File: src/rtl/serial_sum_receiver.sv
// Bit-serial adder: takes two operands LSB-first, one bit pair per qualified
// clock, and presents the (reglength+1)-bit sum on a valid/ready output port.
module serial_sum_receiver #(
  parameter int reglength = 3
) (
  input  logic                 clk,
  input  logic                 rst_n,
  input  logic                 start,
  input  logic                 abort,
  input  logic                 bit_valid,
  input  logic                 a_bit,
  input  logic                 b_bit,
  output logic [reglength:0]   result,
  output logic                 result_valid,
  input  logic                 result_ready,
  output logic                 busy
);

  localparam int cnt_w = (reglength > 1) ? $clog2(reglength) : 1;

  typedef enum logic [1:0] {
    IDLE = 2'd0,
    RECV = 2'd1,
    DONE = 2'd2
  } state_t;

  state_t                 state;
  state_t                 state_next;
  logic                   carry;
  logic [cnt_w-1:0]       count;
  logic [reglength-1:0]   sum;

  logic                   s;
  logic                   carry_next;
  logic [reglength-1:0]   sum_next;
  logic                   last_bit;
  logic                   take_bit;

  // Datapath combinational terms for the bit pair currently on the inputs.
  always_comb begin
    s          = a_bit ^ b_bit ^ carry;
    carry_next = (a_bit & b_bit) | (a_bit & carry) | (b_bit & carry);
    sum_next   = sum;
    sum_next[count] = s;
    last_bit   = (count == cnt_w'(reglength - 1));
    take_bit   = (state == RECV) && !abort && bit_valid;
  end

  // State register.
  always_ff @(posedge clk or negedge rst_n) begin
    if (!rst_n) state <= IDLE;
    else        state <= state_next;
  end

  // Next-state logic. Abort wins over bit_valid; start is ignored outside IDLE.
  always_comb begin
    state_next = state;
    case (state)
      IDLE: if (start) state_next = RECV;
      RECV: begin
        if (abort)                     state_next = IDLE;
        else if (bit_valid && last_bit) state_next = DONE;
      end
      DONE: if (result_ready) state_next = IDLE;
      default: state_next = IDLE;
    endcase
  end

  // Output handshake: result_valid is high exactly while in DONE; the word is
  // taken on the first edge with result_valid && result_ready, which returns
  // the block to IDLE. result is only written on DONE entry (and by reset).
  always_comb begin
    result_valid = (state == DONE);
    busy         = (state != IDLE);
  end

  always_ff @(posedge clk or negedge rst_n) begin
    if (!rst_n) begin
      carry  <= 1'b0;
      count  <= '0;
      sum    <= '0;
      result <= '0;
    end else if (state == IDLE && start) begin
      carry <= 1'b0;
      count <= '0;
      sum   <= '0;
    end else if (take_bit) begin
      carry <= carry_next;
      sum   <= sum_next;
      count <= last_bit ? '0 : count + cnt_w'(1);
      if (last_bit) result <= {carry_next, sum_next};
    end
  end

endmodule

File: config.mk
export PLATFORM = sky130hd
export DESIGN_NAME = serial_sum_receiver
export DESIGN_NICKNAME = d
export VERILOG_FILES = /design/src/rtl/serial_sum_receiver.sv
export SDC_FILE = /design/constraint.sdc
export NUM_CORES = 1
export LEC_CHECK = 0
export BUFFER_PORTS_ARGS = -buffer_cell sky130_fd_sc_hd__buf_4
export CORE_AREA = 5 5 42 44
export DETAILED_ROUTE_END_ITERATION = 6
export DIE_AREA = 0 0 47 49
export GPL_TIMING_DRIVEN = 1
export PLACE_DENSITY_LB_ADDON = 0.3
export SLEW_MARGIN = 20
export SYNTH_ARGS = -nofsm -noshare
export SYNTH_HDL_FRONTEND = slang
export SYNTH_SLANG_ARGS = --single-unit
File: constraint.sdc
create_clock -name clk -period 1.5 [get_ports clk]
set_input_delay 0.075 -clock clk [delete_from_list [all_inputs] [get_ports clk]]
set_output_delay 0.075 -clock clk [all_outputs]
set_load 0.01 [all_outputs]
Word level (Yosys, flattened, before mapping)

Index checks and enable logic that the tools add are counted.

Input bits: 8
Logic and storage cells: 48
Flip-flop bits (word level): 12
Output and inout port bits: 6

Mux-type cells: 15
Eq/ne operators: 6
$lt $le $gt $ge: 2
Reductions and logical operators: 11
Bitwise operators: 8
Add/sub/neg operators: 1

Operators by type and width:

| cell                                                                                 | count |
|---|---|
| 2-bit 2-to-1 mux                                                                     | 7 |
| 3-bit 2-to-1 mux                                                                     | 2 |
| 2-bit case mux with 3 select lines                                                   | 1 |
| 3-bit AND reduction                                                                  | 2 |
| 1-bit logical AND                                                                    | 5 |
| 2-bit == test (second input constant)                                                | 2 |
| 2-bit nonzero test                                                                   | 2 |
| 1-bit bitwise AND                                                                    | 3 |
| 3-bit bitwise mux                                                                    | 1 |
| 2-bit by 3-bit less-than comparator with 1-bit output (second input constant)        | 1 |
| 1-bit 2-to-1 mux                                                                     | 3 |
| 3-bit by 2-bit != test with 1-bit output (second input constant)                     | 1 |
| 2-bit by 1-bit adder with 2-bit output (second input constant)                       | 1 |
| 1-bit demux with 2-bit select                                                        | 1 |
| 2-bit by 1-bit == test with 1-bit output (second input constant)                     | 1 |
| 2-bit by 1-bit greater-or-equal comparator with 1-bit output (second input constant) | 1 |
| 2-bit zero test                                                                      | 1 |
| 2-bit by 1-bit != test with 1-bit output (second input constant)                     | 1 |
| 2-bit != test (second input constant)                                                | 1 |
| 1-bit bitwise OR                                                                     | 2 |
| 1-bit XOR                                                                            | 2 |
| 1-bit zero test                                                                      | 1 |
| 1-bit NOT                                                                            | 1 |

Logic depth before layout (Yosys ltp)

Depth after elaboration: 7
Gate-level depth with buffers: 3
Mapped depth without buffers: 3

Least setup slack after synthesis

OpenSTA, ideal clock, no wires.

Path kind: flip-flop to flip-flop
Start: register carry
End: register sum[1]
Clock period less this slack: 1.363 ns
Path buffers: 0
Data arrival time: 1.237 ns
Setup slack: 0.137 ns
Stages on the path, launching flop included: 4
Library setup time: 0.126 ns
Required time: 1.374 ns
Cell sequence: dfrtp_1 -> fa_1 -> nor3b_1 -> a221o_1

Cells in the longest elaborated chain, start to end: 4

Ends and longest elaborated chain:

| element                  | RTL line | text |
|---|---|---|
| start: declaration       | 29       | `logic carry;` |
| start signal: assignment | 88       | `carry <= carry_next;` |
| 1-bit XOR                | 41       | `s = a_bit ^ b_bit ^ carry;` |
| 3-bit bitwise mux        | 44       | `sum_next[count] = s;` |
| 3-bit 2-to-1 mux         | 87       | `end else if (take_bit) begin` |
| 3-bit 2-to-1 mux         | 83       | `end else if (state == IDLE && start) begin` |
| end signal: assignment   | 89       | `sum <= sum_next;` |
| end: declaration         | 31       | `logic [reglength-1:0] sum;` |

No other way between the ends. The select of a mux whose other input is x is not followed.
A chain may end at the register's enable or synchronous reset.

Worst setup path after layout

Ends and elaborated chain as after synthesis.

==> run summary <==
Outcome: finished clean
Lkg Pwr: 0.335 nW
H-tree depth: 1
Combinational power share: 0.264
Smallest setup slack after layout: 0.0656 ns
Synthesized instance count: 40
Clock buffer depth: 2
Placed Cells: 69
Buf/Inv on CP: 0
Synthesized area: 508 µm²
Sequential cell area: 275 µm²
Worst skew pair latency: 0.26 ns
Critical-path cell list: fa_1 > nor3b_2 > a221o_1
Most frequent cell after synthesis: dfrtp_1
Number of global-route vias before repair: 389
Ant diodes: 0
Syn Area/Cell: 12.7 µm²
Post-layout min period: 1.43 ns
CP startpoint kind: flip-flop
Vias: 375
Die area: 2300 µm²
Post-synth top flop: dfrtp_1
Metal3 WL: 56 µm
Post-CTS setup buffers: 0
WP data required: 1.65 ns
DP HPWL: 779 µm
Largest net degree at the start of global routing: 12
Kind of critical path: flip-flop to flip-flop
CP max FO: 3
TritonRoute pass-1 iters: 2
Nets: 68
Area delta synth->final: 31.3%
Starting density of the core: 0.362
Area of the multi-input gates: 230 µm²
Worst Max-Slew Pin Slew: 0.225 ns
Pint: 0.567 mW
Fillcell total: 133
Port Buf Inserts: 13
Num ports: 14
Highest metal used: met3
Total CTS buffers: 3
Synthesis-stage register bit count: 11
Clk pwr share: 0.244
Setup violations, final: 0
Slew Limit Fails: 0
Worst VDD drop: 0.497 mV
CP top delay family: adder cells
Core Util, Final: 0.476
Async SR Flop Fraction: 1.00
Congestion Overflow GR: 0
Final Non-Filler Cells: 74
Gpl congestion: 0.738
Worst Skew: 0.00621 ns
Synth area leaders: dfrtp_1, a22o_1, mux2_2
Core box area: 1400 µm²
GR Util All Layers: 0.112
Clock root cell: clkbuf_4
FP Rows: 14
WL met2: 482 µm
PwrDens: 1180 nW/µm²
Final period utilization: 0.956
CTS tree: built
Seq pwr share: 0.492
Post-route DRC violation count: 0
Vias per cell: 5.07
Synth cell types: 19
Number of routed nets with antenna violations: 0
WL per Instance: 13.8 µm
CP Capture Type: flip-flop
DIE WIDTH: 47 µm
Max cap viols: 0
Share of layout cells above drive strength 1: 0.414
Hold crit path type: input port to flip-flop
CP peak stage delay: 0.44 ns
Drt total wl: 1.02 mm
Top-area cell type share of the netlist area: 0.542
Register clock-pin slew on the reported worst setup and hold paths: 0.07 ns
Post-Syn Nets: 49
Global-route wire length before repair: 1.81 mm
M1 WL: 481 µm
Post-Route Setup TNS: 0 ns
Max Clk Rate: 0.697 GHz
Synth area leader: dfrtp_1
Dpl ws: 0.0376 ns
CTS sink cnt: 11
Arr. time, crit path: 1.59 ns
Slew margin rel.: 0.849
Initial drt markers: 7
Die H: 49 µm
Initial antenna violation count: 0
NetSw: 0.222 mW
Post-synthesis sequential area ratio: 0.542
Switching Fraction: 0.281
Synth cell count leaders: dfrtp_1, a22o_1, nor3b_1, mux2_2
Synth Warn #: 0
Worst path slowest cell: fa_1
RSZ-0062 raised after global routing: false
Post-synth EDFFs: 0
Final hold vios: 0
[state kept, by name, summed over array words and instances, names as in the netlist]
signal and flops:
result 4, count 2, state 2, sum 2, carry 1
[cells in the final DEF, fill, tap and decap left out, types with 2 or more instances in the layout]
cell | synthesis | final
buf_4 | 0 | 13
mux2_2 | 3 | 3
a22o_1 | 4 | 4
nor3b_1 | 4 | 3
a221o_1 | 2 | 2
inv_1 | 2 | 2
dfrtp_1 | 11 | 11
nand2_1 | 2 | 2
clkbuf_4 | 0 | 3
[cells by family (layout without fill, tap and decap cells)]
logic type                 after synthesis  after routing  share of synthesized area
AOI/OAI and AO/OA                        9              9                      0.145
adders and majority gates                1              1                     0.0394
buffers and inverters                    2             20                     0.0148
DFF                                     11             11                      0.542
muxes                                    3              3                     0.0665
and+or+nand+nor                         14             14                      0.192
[power groups by stage]
stage               logic (mW)  clock network, mW  registers (mW)
finish                   0.209              0.192           0.388
global route             0.230              0.221           0.397
CTS                      0.210              0.203           0.387
detailed placement       0.209                  0           0.391
global placement         0.203                  0           0.390
floorplan                0.115                  0           0.393
[per-layer routing]
metal  vias up  track usage
li1        183            -
met1       183        0.151
met2         9        0.152
met3         0       0.0554
met4         0       0.0415
met5         -            0
[final cells by class]
class                   count  area share
multi-input cells          27       0.345
clock buffers               4      0.0394
well taps                  16      0.0300
flip-flops and latches     11       0.413
inverters                   2      0.0113
repair buffers             14       0.161
[path summary, 6_finish.rpt]
check	startpoint	endpoint	slack (ns)	depth (start not counted)
worst min-delay path	result_ready	state[1]	0.02	2
max in group asynchronous	rst_n	count[0]	1.18	2
worst max-delay path	carry	sum[1]	0.07	3
min in group asynchronous	rst_n	state[1]	0.17	2
worst max register to register	carry	sum[1]	0.07	3
worst min register to register	result[3]	result[3]	0.51	1
[through the flow]
| step | hold slack (ns) | instance area [µm²] | power, mW |
|---|---|---|---|
| global route | 0.0230 | 667 | 0.849 |
| finish | 0.0202 | 667 | 0.789 |
| CTS | 0.0254 | 662 | 0.801 |
| detailed placement | -0.0842 | 626 | 0.600 |
| global placement | -0.0849 | 626 | 0.593 |
| floorplan | -0.221 | 508 | 0.507 |
[timing repair]
action                                  4_1_cts  5_1_grt
endpoints found under the hold margin        11        0
endpoints found under the setup margin        0        3
hold buffers                                  1        0
gates resized for setup                       0        1
Note: power is estimated with default switching activity, not from simulation.
